==> src/rtl/framebuffer_access_scheduler_pkg.sv <==
// Shared types and geometry for the framebuffer access scheduler.
// Line geometry is fixed here so that interface and datapath widths agree.
package framebuffer_access_scheduler_pkg;

    localparam int ACTIVE_H_PIXELS = 640;
    localparam int TOTAL_PIXELS    = 800;
    localparam int ACTIVE_LINES    = 480;
    localparam int TOTAL_LINES     = 525;
    localparam int PIXELS_PER_WORD = 4;
    localparam int LINE_WORDS      = ACTIVE_H_PIXELS / PIXELS_PER_WORD;
    localparam int ADDR_W          = 17;
    localparam int DATA_W          = 32;
    localparam int SX_W            = $clog2(TOTAL_PIXELS);
    localparam int SY_W            = $clog2(TOTAL_LINES);
    localparam int IDX_W           = $clog2(LINE_WORDS);

    typedef enum logic [1:0] {
        IDLE  = 2'd0,
        FETCH = 2'd1,
        WAIT  = 2'd2
    } fetch_state_t;

    typedef struct packed {
        logic              req;
        logic              we;
        logic [ADDR_W-1:0] addr;
        logic [DATA_W-1:0] wdata;
    } mem_cmd_t;

endpackage

==> src/rtl/framebuffer_access_scheduler_if.sv <==
// Bundle of timing, writer, RAM and line-buffer signals around the scheduler.
// slave is the scheduler's view, master the surrounding system's view.
interface framebuffer_access_scheduler_if;
    import framebuffer_access_scheduler_pkg::*;

    logic [SX_W-1:0]   i_sx;
    logic [SY_W-1:0]   i_sy;
    logic              i_wr_valid;
    logic              o_wr_ready;
    logic [ADDR_W-1:0] i_wr_addr;
    logic [DATA_W-1:0] i_wr_data;
    logic              o_mem_req;
    logic              o_mem_we;
    logic [ADDR_W-1:0] o_mem_addr;
    logic [DATA_W-1:0] o_mem_wdata;
    logic [DATA_W-1:0] i_mem_rdata;
    logic              o_lb_we;
    logic              o_lb_bank;
    logic [IDX_W-1:0]  o_lb_addr;
    logic [DATA_W-1:0] o_lb_wdata;
    logic              o_busy;
    logic              o_underrun;
    logic              i_underrun_clr;

    modport slave (
        input  i_sx, i_sy, i_wr_valid, i_wr_addr, i_wr_data, i_mem_rdata, i_underrun_clr,
        output o_wr_ready, o_mem_req, o_mem_we, o_mem_addr, o_mem_wdata,
               o_lb_we, o_lb_bank, o_lb_addr, o_lb_wdata, o_busy, o_underrun
    );

    modport master (
        output i_sx, i_sy, i_wr_valid, i_wr_addr, i_wr_data, i_mem_rdata, i_underrun_clr,
        input  o_wr_ready, o_mem_req, o_mem_we, o_mem_addr, o_mem_wdata,
               o_lb_we, o_lb_bank, o_lb_addr, o_lb_wdata, o_busy, o_underrun
    );

endinterface

==> src/rtl/framebuffer_access_scheduler_rd_return_tracker.sv <==
// Follows reads from the RAM port to their data return: a valid+word-index
// shift pipe RD_LATENCY deep; flush drops everything in flight, including the entering read.
module rd_return_tracker
    import framebuffer_access_scheduler_pkg::*;
#(
    parameter int RD_LATENCY = 2
) (
    input  logic             clk_i,
    input  logic             rst_i,
    input  logic             flush_i,
    input  logic             push_i,
    input  logic [IDX_W-1:0] idx_i,
    output logic             lb_we_o,
    output logic [IDX_W-1:0] lb_addr_o
);

    logic [RD_LATENCY:1]            vld_pipe_q;
    logic [RD_LATENCY:1][IDX_W-1:0] idx_pipe_q;

    always_ff @(posedge clk_i or posedge rst_i) begin
        if (rst_i) begin
            vld_pipe_q <= '0;
            idx_pipe_q <= '0;
        end else begin
            vld_pipe_q[1] <= push_i && !flush_i;
            idx_pipe_q[1] <= idx_i;
            for (int s = 2; s <= RD_LATENCY; s++) begin
                vld_pipe_q[s] <= vld_pipe_q[s-1] && !flush_i;
                idx_pipe_q[s] <= idx_pipe_q[s-1];
            end
        end
    end

    assign lb_we_o   = vld_pipe_q[RD_LATENCY];
    assign lb_addr_o = idx_pipe_q[RD_LATENCY];

endmodule

==> src/rtl/framebuffer_access_scheduler.sv <==
// Arbitrates the single-port framebuffer between hblank line prefetch and the drawing writer.
// Define FAIR_SLOT_EN to give the writer one slot after every FAIR_PERIOD prefetch reads.
module framebuffer_access_scheduler
    import framebuffer_access_scheduler_pkg::*;
#(
    parameter int RD_LATENCY  = 2,
    parameter int FB_BASE     = 0,
    parameter int FAIR_PERIOD = 8
) (
    input logic                           i_clk_pxl,
    input logic                           i_reset,
    framebuffer_access_scheduler_if.slave bus
);

    if (LINE_WORDS * PIXELS_PER_WORD != ACTIVE_H_PIXELS) begin : g_bad_line
        $error("ACTIVE_H_PIXELS must be a multiple of PIXELS_PER_WORD");
    end
    if (RD_LATENCY < 1 || FAIR_PERIOD < 1) begin : g_bad_param
        $error("RD_LATENCY and FAIR_PERIOD must be at least 1");
    end

    fetch_state_t      state_q, state_d;
    mem_cmd_t          cmd_q, cmd_d;
    logic [IDX_W-1:0]  idx_q, port_idx_q, lb_addr;
    logic [ADDR_W-1:0] line_addr_q;
    logic [SY_W-1:0]   tgt_q, trig_tgt;
    logic              underrun_q, trig, wr_ready, rd_grant, fetch_last, fetch_exit;
    logic              slot, issued, lb_we, ret_last, urun_set;

    assign trig = (bus.i_sx == SX_W'(ACTIVE_H_PIXELS)) &&
                  ((bus.i_sy < SY_W'(ACTIVE_LINES - 1)) || (bus.i_sy == SY_W'(TOTAL_LINES - 1)));
    assign trig_tgt   = (bus.i_sy == SY_W'(TOTAL_LINES - 1)) ? '0 : bus.i_sy + SY_W'(1);
    assign fetch_last = rd_grant && (idx_q == IDX_W'(LINE_WORDS - 1));
    assign ret_last   = lb_we && (lb_addr == IDX_W'(LINE_WORDS - 1));

`ifdef FAIR_SLOT_EN
    localparam int FC_W = $clog2(FAIR_PERIOD + 1);
    logic [FC_W-1:0] fair_cnt_q;
    logic            issued_q;

    assign slot   = (state_q == FETCH) && (fair_cnt_q == FC_W'(FAIR_PERIOD));
    assign issued = issued_q;
    // Leave FETCH after the trailing slot if the last read filled a period.
    assign fetch_exit = (slot && issued_q) || (fetch_last && fair_cnt_q != FC_W'(FAIR_PERIOD - 1));

    always_ff @(posedge i_clk_pxl or posedge i_reset) begin
        if (i_reset) begin
            fair_cnt_q <= '0;
            issued_q   <= 1'b0;
        end else if (trig) begin
            fair_cnt_q <= '0;
            issued_q   <= 1'b0;
        end else begin
            if (slot)          fair_cnt_q <= '0;
            else if (rd_grant) fair_cnt_q <= fair_cnt_q + FC_W'(1);
            if (fetch_last)    issued_q   <= 1'b1;
        end
    end
`else
    assign slot       = 1'b0;
    assign issued     = 1'b0;
    assign fetch_exit = fetch_last;
`endif

    always_ff @(posedge i_clk_pxl or posedge i_reset) begin
        if (i_reset) state_q <= IDLE;
        else         state_q <= state_d;
    end

    // A trigger from any state (re)starts the fetch for the new line.
    always_comb begin
        state_d = state_q;
        if (trig) begin
            state_d = FETCH;
        end else begin
            case (state_q)
                FETCH:   if (fetch_exit) state_d = WAIT;
                WAIT:    if (ret_last)   state_d = IDLE;
                default: ;
            endcase
        end
    end

    always_comb begin
        wr_ready = 1'b0;
        cmd_d    = '0;
        if (!i_reset) wr_ready = (state_q != FETCH) || slot;
        rd_grant = (state_q == FETCH) && !trig && !slot && !issued;
        if (rd_grant) begin
            cmd_d.req  = 1'b1;
            cmd_d.addr = line_addr_q + ADDR_W'(idx_q);
        end else if (bus.i_wr_valid && wr_ready) begin
            cmd_d.req   = 1'b1;
            cmd_d.we    = 1'b1;
            cmd_d.addr  = bus.i_wr_addr;
            cmd_d.wdata = bus.i_wr_data;
        end
    end

    assign urun_set = (state_q != IDLE) &&
                      (trig || (bus.i_sx == '0 && bus.i_sy == tgt_q));

    always_ff @(posedge i_clk_pxl or posedge i_reset) begin
        if (i_reset) begin
            cmd_q       <= '0;
            port_idx_q  <= '0;
            idx_q       <= '0;
            line_addr_q <= ADDR_W'(FB_BASE);
            tgt_q       <= '0;
            underrun_q  <= 1'b0;
        end else begin
            cmd_q      <= cmd_d;
            port_idx_q <= idx_q;
            if (trig) begin
                idx_q <= '0;
                tgt_q <= trig_tgt;
                // Lines are fetched in order, so the base only ever steps or wraps.
                line_addr_q <= (trig_tgt == '0) ? ADDR_W'(FB_BASE)
                                                : line_addr_q + ADDR_W'(LINE_WORDS);
            end else if (rd_grant && idx_q != IDX_W'(LINE_WORDS - 1)) begin
                idx_q <= idx_q + IDX_W'(1);
            end
            if (urun_set)                underrun_q <= 1'b1;
            else if (bus.i_underrun_clr) underrun_q <= 1'b0;
        end
    end

    rd_return_tracker #(.RD_LATENCY(RD_LATENCY)) u_ret (
        .clk_i     (i_clk_pxl),
        .rst_i     (i_reset),
        .flush_i   (trig),
        .push_i    (cmd_q.req && !cmd_q.we),
        .idx_i     (port_idx_q),
        .lb_we_o   (lb_we),
        .lb_addr_o (lb_addr)
    );

    assign bus.o_wr_ready  = wr_ready;
    assign bus.o_mem_req   = cmd_q.req;
    assign bus.o_mem_we    = cmd_q.we;
    assign bus.o_mem_addr  = cmd_q.addr;
    assign bus.o_mem_wdata = cmd_q.wdata;
    assign bus.o_lb_we     = lb_we;
    assign bus.o_lb_bank   = tgt_q[0];
    assign bus.o_lb_addr   = lb_addr;
    assign bus.o_lb_wdata  = lb_we ? bus.i_mem_rdata : '0;
    assign bus.o_busy      = (state_q != IDLE);
    assign bus.o_underrun  = underrun_q;

endmodule

==> src/flat_wrapper.sv <==
// flat-port wrapper written by rule: the top's interface ports become plain ports
module framebuffer_access_scheduler_flat import framebuffer_access_scheduler_pkg::*;
#(
    parameter int RD_LATENCY  = 2,
    parameter int FB_BASE     = 0,
    parameter int FAIR_PERIOD = 8
)
  (i_clk_pxl, i_reset, bus_i_sx, bus_i_sy, bus_i_wr_valid, bus_i_wr_addr, bus_i_wr_data, bus_i_mem_rdata, bus_i_underrun_clr, bus_o_wr_ready, bus_o_mem_req, bus_o_mem_we, bus_o_mem_addr, bus_o_mem_wdata, bus_o_lb_we, bus_o_lb_bank, bus_o_lb_addr, bus_o_lb_wdata, bus_o_busy, bus_o_underrun);
  framebuffer_access_scheduler_if bus_i ();
  input logic i_clk_pxl;
  input logic i_reset;
  input wire logic [$bits(bus_i.i_sx)-1:0] bus_i_sx;
  input wire logic [$bits(bus_i.i_sy)-1:0] bus_i_sy;
  input wire logic [$bits(bus_i.i_wr_valid)-1:0] bus_i_wr_valid;
  input wire logic [$bits(bus_i.i_wr_addr)-1:0] bus_i_wr_addr;
  input wire logic [$bits(bus_i.i_wr_data)-1:0] bus_i_wr_data;
  input wire logic [$bits(bus_i.i_mem_rdata)-1:0] bus_i_mem_rdata;
  input wire logic [$bits(bus_i.i_underrun_clr)-1:0] bus_i_underrun_clr;
  output wire logic [$bits(bus_i.o_wr_ready)-1:0] bus_o_wr_ready;
  output wire logic [$bits(bus_i.o_mem_req)-1:0] bus_o_mem_req;
  output wire logic [$bits(bus_i.o_mem_we)-1:0] bus_o_mem_we;
  output wire logic [$bits(bus_i.o_mem_addr)-1:0] bus_o_mem_addr;
  output wire logic [$bits(bus_i.o_mem_wdata)-1:0] bus_o_mem_wdata;
  output wire logic [$bits(bus_i.o_lb_we)-1:0] bus_o_lb_we;
  output wire logic [$bits(bus_i.o_lb_bank)-1:0] bus_o_lb_bank;
  output wire logic [$bits(bus_i.o_lb_addr)-1:0] bus_o_lb_addr;
  output wire logic [$bits(bus_i.o_lb_wdata)-1:0] bus_o_lb_wdata;
  output wire logic [$bits(bus_i.o_busy)-1:0] bus_o_busy;
  output wire logic [$bits(bus_i.o_underrun)-1:0] bus_o_underrun;
  assign bus_i.i_sx = bus_i_sx;
  assign bus_i.i_sy = bus_i_sy;
  assign bus_i.i_wr_valid = bus_i_wr_valid;
  assign bus_i.i_wr_addr = bus_i_wr_addr;
  assign bus_i.i_wr_data = bus_i_wr_data;
  assign bus_i.i_mem_rdata = bus_i_mem_rdata;
  assign bus_i.i_underrun_clr = bus_i_underrun_clr;
  assign bus_o_wr_ready = bus_i.o_wr_ready;
  assign bus_o_mem_req = bus_i.o_mem_req;
  assign bus_o_mem_we = bus_i.o_mem_we;
  assign bus_o_mem_addr = bus_i.o_mem_addr;
  assign bus_o_mem_wdata = bus_i.o_mem_wdata;
  assign bus_o_lb_we = bus_i.o_lb_we;
  assign bus_o_lb_bank = bus_i.o_lb_bank;
  assign bus_o_lb_addr = bus_i.o_lb_addr;
  assign bus_o_lb_wdata = bus_i.o_lb_wdata;
  assign bus_o_busy = bus_i.o_busy;
  assign bus_o_underrun = bus_i.o_underrun;
  framebuffer_access_scheduler #(.RD_LATENCY(RD_LATENCY), .FB_BASE(FB_BASE), .FAIR_PERIOD(FAIR_PERIOD)) u_core (.i_clk_pxl(i_clk_pxl), .i_reset(i_reset), .bus(bus_i));
endmodule
==> config.mk <==
export PLATFORM = sky130hd
export DESIGN_NAME = framebuffer_access_scheduler_flat
export DESIGN_NICKNAME = d
export VERILOG_FILES = /design/src/rtl/framebuffer_access_scheduler_pkg.sv /design/src/rtl/framebuffer_access_scheduler_if.sv /design/src/rtl/framebuffer_access_scheduler_rd_return_tracker.sv /design/src/rtl/framebuffer_access_scheduler.sv /design/src/flat_wrapper.sv
export SDC_FILE = /design/constraint.sdc
export NUM_CORES = 1
export LEC_CHECK = 0
export CORE_MARGIN = 3
export CORE_UTILIZATION = 47
export DETAILED_ROUTE_END_ITERATION = 12
export PLACE_DENSITY = 0.92
export SKIP_CTS_REPAIR_TIMING = 1
export SKIP_LAST_GASP = 1
export SLEW_MARGIN = 20
export SYNTH_ARGS = -nofsm -noshare
export SYNTH_HDL_FRONTEND = slang
export SYNTH_SLANG_ARGS = --single-unit
==> constraint.sdc <==
create_clock -name i_clk_pxl -period 9.16 [get_ports i_clk_pxl]
set_input_delay 1.832 -clock i_clk_pxl [delete_from_list [all_inputs] [get_ports i_clk_pxl]]
set_output_delay 1.832 -clock i_clk_pxl [all_outputs]
set_load 0.01 [all_outputs]
### Word level (Yosys, flattened, before mapping)

Index checks and enable logic that the tools add are counted.
Widths: inputs -> output; s select.

* register bits after elaboration: 115
* bits of input ports: 105
* logic and storage cells: 68

* $add $sub $neg: 4
* $lt $le $gt $ge: 1
* equality and inequality tests: 11
* multiplexer cells: 17
* reduce and logical (&&, ||, !) cells: 22

Operators by type and width (number)
* $mux 32: 2
* $mux 51: 1
* $mux 17: 2
* $eq 10x10->1 const B: 2
* $logic_not 10->1: 2
* $add 17x8->17: 1
* $add 17x8->17 const B: 1
* $eq 8x8->1 const B: 2
* $mux 8: 2
* $logic_and 1x1->1: 11
* $add 10x1->10 const B: 1
* $eq 10x10->1: 1
* $lt 10x9->1 const B: 1
* $mux 10: 1
* $add 8x1->8 const B: 1
* $ne 8x8->1 const B: 1
* $mux 2: 3
* $ne 3x1->1 const B: 2
* $reduce_bool 2->1: 3
* $mux 1: 5
* $pmux 2 s2: 1
* $reduce_and 3->1: 1
* $reduce_bool 3->1: 1
* $eq 2x1->1 const B: 1
* 4 further kinds: 6

### Logic depth before layout (Yosys ltp)

* depth in word-level cells: 9
* depth in mapped cells: 9
* depth with buffers taken out: 8

### Modules after synthesis

A second synthesis with hierarchy kept.

* cells, all modules: 463
* area total of the unflattened synthesis: 4897.2 µm²

Modules (own cells, without submodules)
* framebuffer_access_scheduler: times used 1, cells each 434, area an instance 4370.4 µm², sequential area each 2302.2 µm²
* rd_return_tracker: times used 1, cells each 29, area an instance 526.8 µm², sequential area each 450.4 µm²

### Least setup slack after synthesis

Ideal clock, no wire load.

* path kind: input-to-output
* start point: input port i_reset
* end point: output port bus_o_wr_ready
* arrival time: 2.319 ns
* required time: 7.328 ns
* slack: 5.009 ns
* stages: 2
* path buffers: 1
* cell sequence: nor2_1 -> clkbuf_1

* longest elaborated chain between the ends: 1

Ends and longest elaborated chain
* from (decl): RTL line flat_wrapper.sv:11 `input logic i_reset;`
* $mux 1: RTL line framebuffer_access_scheduler.sv:87 `if (!i_reset) wr_ready = (state_q != FETCH) || slot;`
* to (decl): RTL line flat_wrapper.sv:19 `output wire logic [$bits(bus_i.o_wr_ready)-1:0] bus_o_wr_ready;`

Every way passes these cells.

### Worst setup path after layout

Ends and elaborated chain as after synthesis.

==> summary.txt <==
Logic synthesis
  – Synth warn: 0
  – Number of synthesized flops with an enable pin: 0
  – Distinct cells, synth: 52
  – Post-Syn Instances: 500
  – Sequential-to-total area share from yosys stat: 54.1%
  – Syn Nets: 616
  – Async set-reset flop share out of synthesis: 100%
  – Synth Cell Area: 0.00509 sq mm
  – Synthesized area per cell: 10.2 sq um
  – Ys flop type: dfrtp_1
  – Register bit total from synthesis: 110

Global route
  – Grt ovf: 0
  – Number of global-route vias before repair: 4270
  – First-pass GRT wire length: 20800 um
  – Pin count of the biggest net entering global routing: 77
  – GRT Total Usage: 21.9%
  – Initial antenna violation count: 0

Flow run
  – Max-cap violations: 0

Min path
  – Worst Min Path Start: u_core.u_ret.idx_pipe_q[0]
  – Hold/Removal Path Class: flip-flop to flip-flop

Cells and area
  – Syn-to-layout area delta: 43.3%
  – Commonest non-fill, non-tap cells in the layout: clkdlybuf4s50_1 (200), dfrtp_1 (110), nand2_1 (59)
  – Finished Core Util: 70.0%
  – FILL cells: 765
  – Register area: 0.00275 sq mm
  – Share of cells above drive strength 1: 3.52%
  – N_diodes: 0
  – Cell area after layout: 0.00729 sq mm
  – Fin nets: 792
  – Footprint of the multi-input gates: 0.00212 sq mm
  – Commonest non-fill, non-tap cell in the layout: clkdlybuf4s50_1

Critical path
  – Crit. End Element: output pin
  – WS Path Type: input port to output pin
  – Crit path launch: i_reset
  – Nature of the critical path startpoint: input port
  – Critical Path Fanout Max: 34
  – CP required: 7.33 ns
  – CP arrival: 3.30 ns
  – R2r setup slk: 6.93 ns
  – Launching point of the worst reg2reg path: u_core.line_addr_q[6]

Clocking
  – Root Buffer: clkbuf_8
  – Clk slew on worst S/H paths: 0.10 ns
  – Htree depth: 3
  – Sinks on the clock net: 110
  – CTS Buf Count: 9
  – Max Root-Sink Buffers: 2
  – CTS tree: yes
  – Worst-Skew Late Latency: 0.38 ns

STA
  – Final setup TNS: 0 ns
  – Worst slew pin tran: 0.885 ns
  – Fmax: 0.195 GHz
  – Hold Violations, Final: 0
  – Final worst path period need: 5.13 ns
  – Hold slack: 0.358 ns
  – Clock skew: 0.0124 ns
  – Final slew viol count: 0
  – Unrepaired setup endpoints after global routing: false
  – # setup viols final: 0
  – Slew Limit Headroom: 41.0%
  – Fin crit share: 56.0%

Route
  – WL final: 13500 um
  – Drt via density: 5.36
  – Vias post-DR: 4376
  – Drt pass-1 iters: 4
  – DR WL/cell: 16.6 um
  – Number of routed nets with antenna violations: 0
  – DRC: 0
  – DR iter-0 viols: 287

Floorplan
  – Core area: 0.0104 sq mm
  – Initial core utilization: 48.9%
  – I/O Pins: 201
  – Number of core rows: 37
  – Die ar.: 0.0121 sq mm
  – Die X: 110 um
  – Die H: 110 um

Pwr
  – Internal power: 0.823 mW
  – Switching Fraction: 30.0%
  – Register share of total power: 52.9%
  – Combinational share of power: 22.9%
  – Peak supply drop: 0.000127 V
  – P_leak: 3.17 nW
  – Clock power frac: 24.2%
  – Net Switching: 0.352 mW
  – Power Dens Cells: 161 mW/mm^2
  – Pwr Total: 1.17 mW

Place
  – Buffers on Ports: 200
  – DP HPWL: 10400 um
  – Routability Congestion: 0.888
  – Placed Area: 0.00710 sq mm

Outcome
  – Status: finished, final reports clean
-- stage by stage --
step,setup slack (ns),instances
finish,4.03,817
global route,3.93,817
CTS,4.04,817
global placement,4.07,801
floorplan,4.43,500
detailed placement,4.05,801
-- layout make-up --
| type | count | share of cell area [%] |
|---|---|---|
| sequential | 110 | 37.7 |
| multi-input combinational | 343 | 29.0 |
| timing repair buffer | 203 | 27.8 |
| tap | 136 | 2.33 |
| clock buffer | 9 | 1.70 |
| clock inverter | 7 | 0.961 |
| inverter | 9 | 0.498 |
-- critical path: stages --
cell	delay, ns
clkdlybuf4s50_1	0.47
nor2_1	0.11
buf_4	0.28
clkdlybuf4s50_1	0.60
-- cells in the mapped netlist, drive strengths merged (2+ instances only) --
library cell	count	area (sq um)
nand2	60	228
and2	39	244
nand2b	2	12.5
o21ai	27	135
nand3	19	95.1
nor2b	2	12.5
nor3	11	66.3
clkbuf	19	72.6
dfrtp	110	2750
a31oi	5	31.3
a22o	4	35.0
inv	9	33.8
xnor2	14	123
or3	3	18.8
nor2	29	109
and3	36	225
ha	11	138
a41oi	2	17.5
o31ai	2	15.0
a21oi	4	20.0
nor4	5	31.3
xor2	24	210
o22ai	2	12.5
buf	19	126
o41a	2	22.5
o21a	2	15.0
and4	3	26.3
o211ai	7	52.6
nand4	12	75.1
-- layer usage --
| layer | share of wire (%) | vias to the layer above | global-route usage, % | wire, um |
|---|---|---|---|---|
| met4 | 1.3 | 0 | 5.70 | 170 |
| met3 | 7.7 | 19 | 4.48 | 1040 |
| li1 | - | 2052 | - | - |
| met1 | 37 | 2109 | 25.1 | 5050 |
| met2 | 54 | 196 | 41.3 | 7260 |
| met5 | 0 | - | 0 | 0 |
-- state kept, by name (all words and copies together), names as in the netlist, 8 cells and up --
name                     cells
u_core.bus.o_mem_wdata      32
u_core.tgt_q                10
u_core.line_addr_q          12
u_core.bus.o_mem_addr       17
u_core.idx_q                 8
u_core.u_ret.idx_pipe_q      8
u_core.port_idx_q            8
u_core.u_ret.lb_addr_o       8
-- kinds of logic (layout without fill, tap and decap cells) --
group | count (synthesis) | after routing | share of synthesized area (%)
AO/OA/AOI/OAI | 66 | 66 | 8.63
XOR/XNOR | 38 | 38 | 6.54
adder cells (fa/ha/maj) | 11 | 11 | 2.70
buffers and inverters | 47 | 228 | 4.57
flip-flops | 110 | 110 | 54.1
other | 1 | 1 | 0.0737
AND/OR/NAND/NOR | 227 | 227 | 23.4
-- power by group through the flow --
stage	clock network (mW)	logic, mW	registers, mW
2_1_floorplan	0	0.146	0.618
3_3_place_gp	0	0.257	0.625
3_5_place_dp	0	0.267	0.632
4_1_cts	0.290	0.269	0.622
5_1_grt	0.311	0.294	0.632
6_report	0.284	0.269	0.622
-- final timing paths --
path,endpoint,cells past startpoint
worst max-delay path,bus_o_wr_ready,4
worst min register to register,u_core.u_ret.lb_addr_o[0],0
max in group asynchronous,u_core.bus.o_mem_wdata[23],3
min in group asynchronous,u_core.bus.o_mem_wdata[22],2
worst max register to register,u_core.bus.o_mem_addr[11],7
worst min-delay path,u_core.u_ret.lb_addr_o[0],0
(Power assumes the default switching activity.)
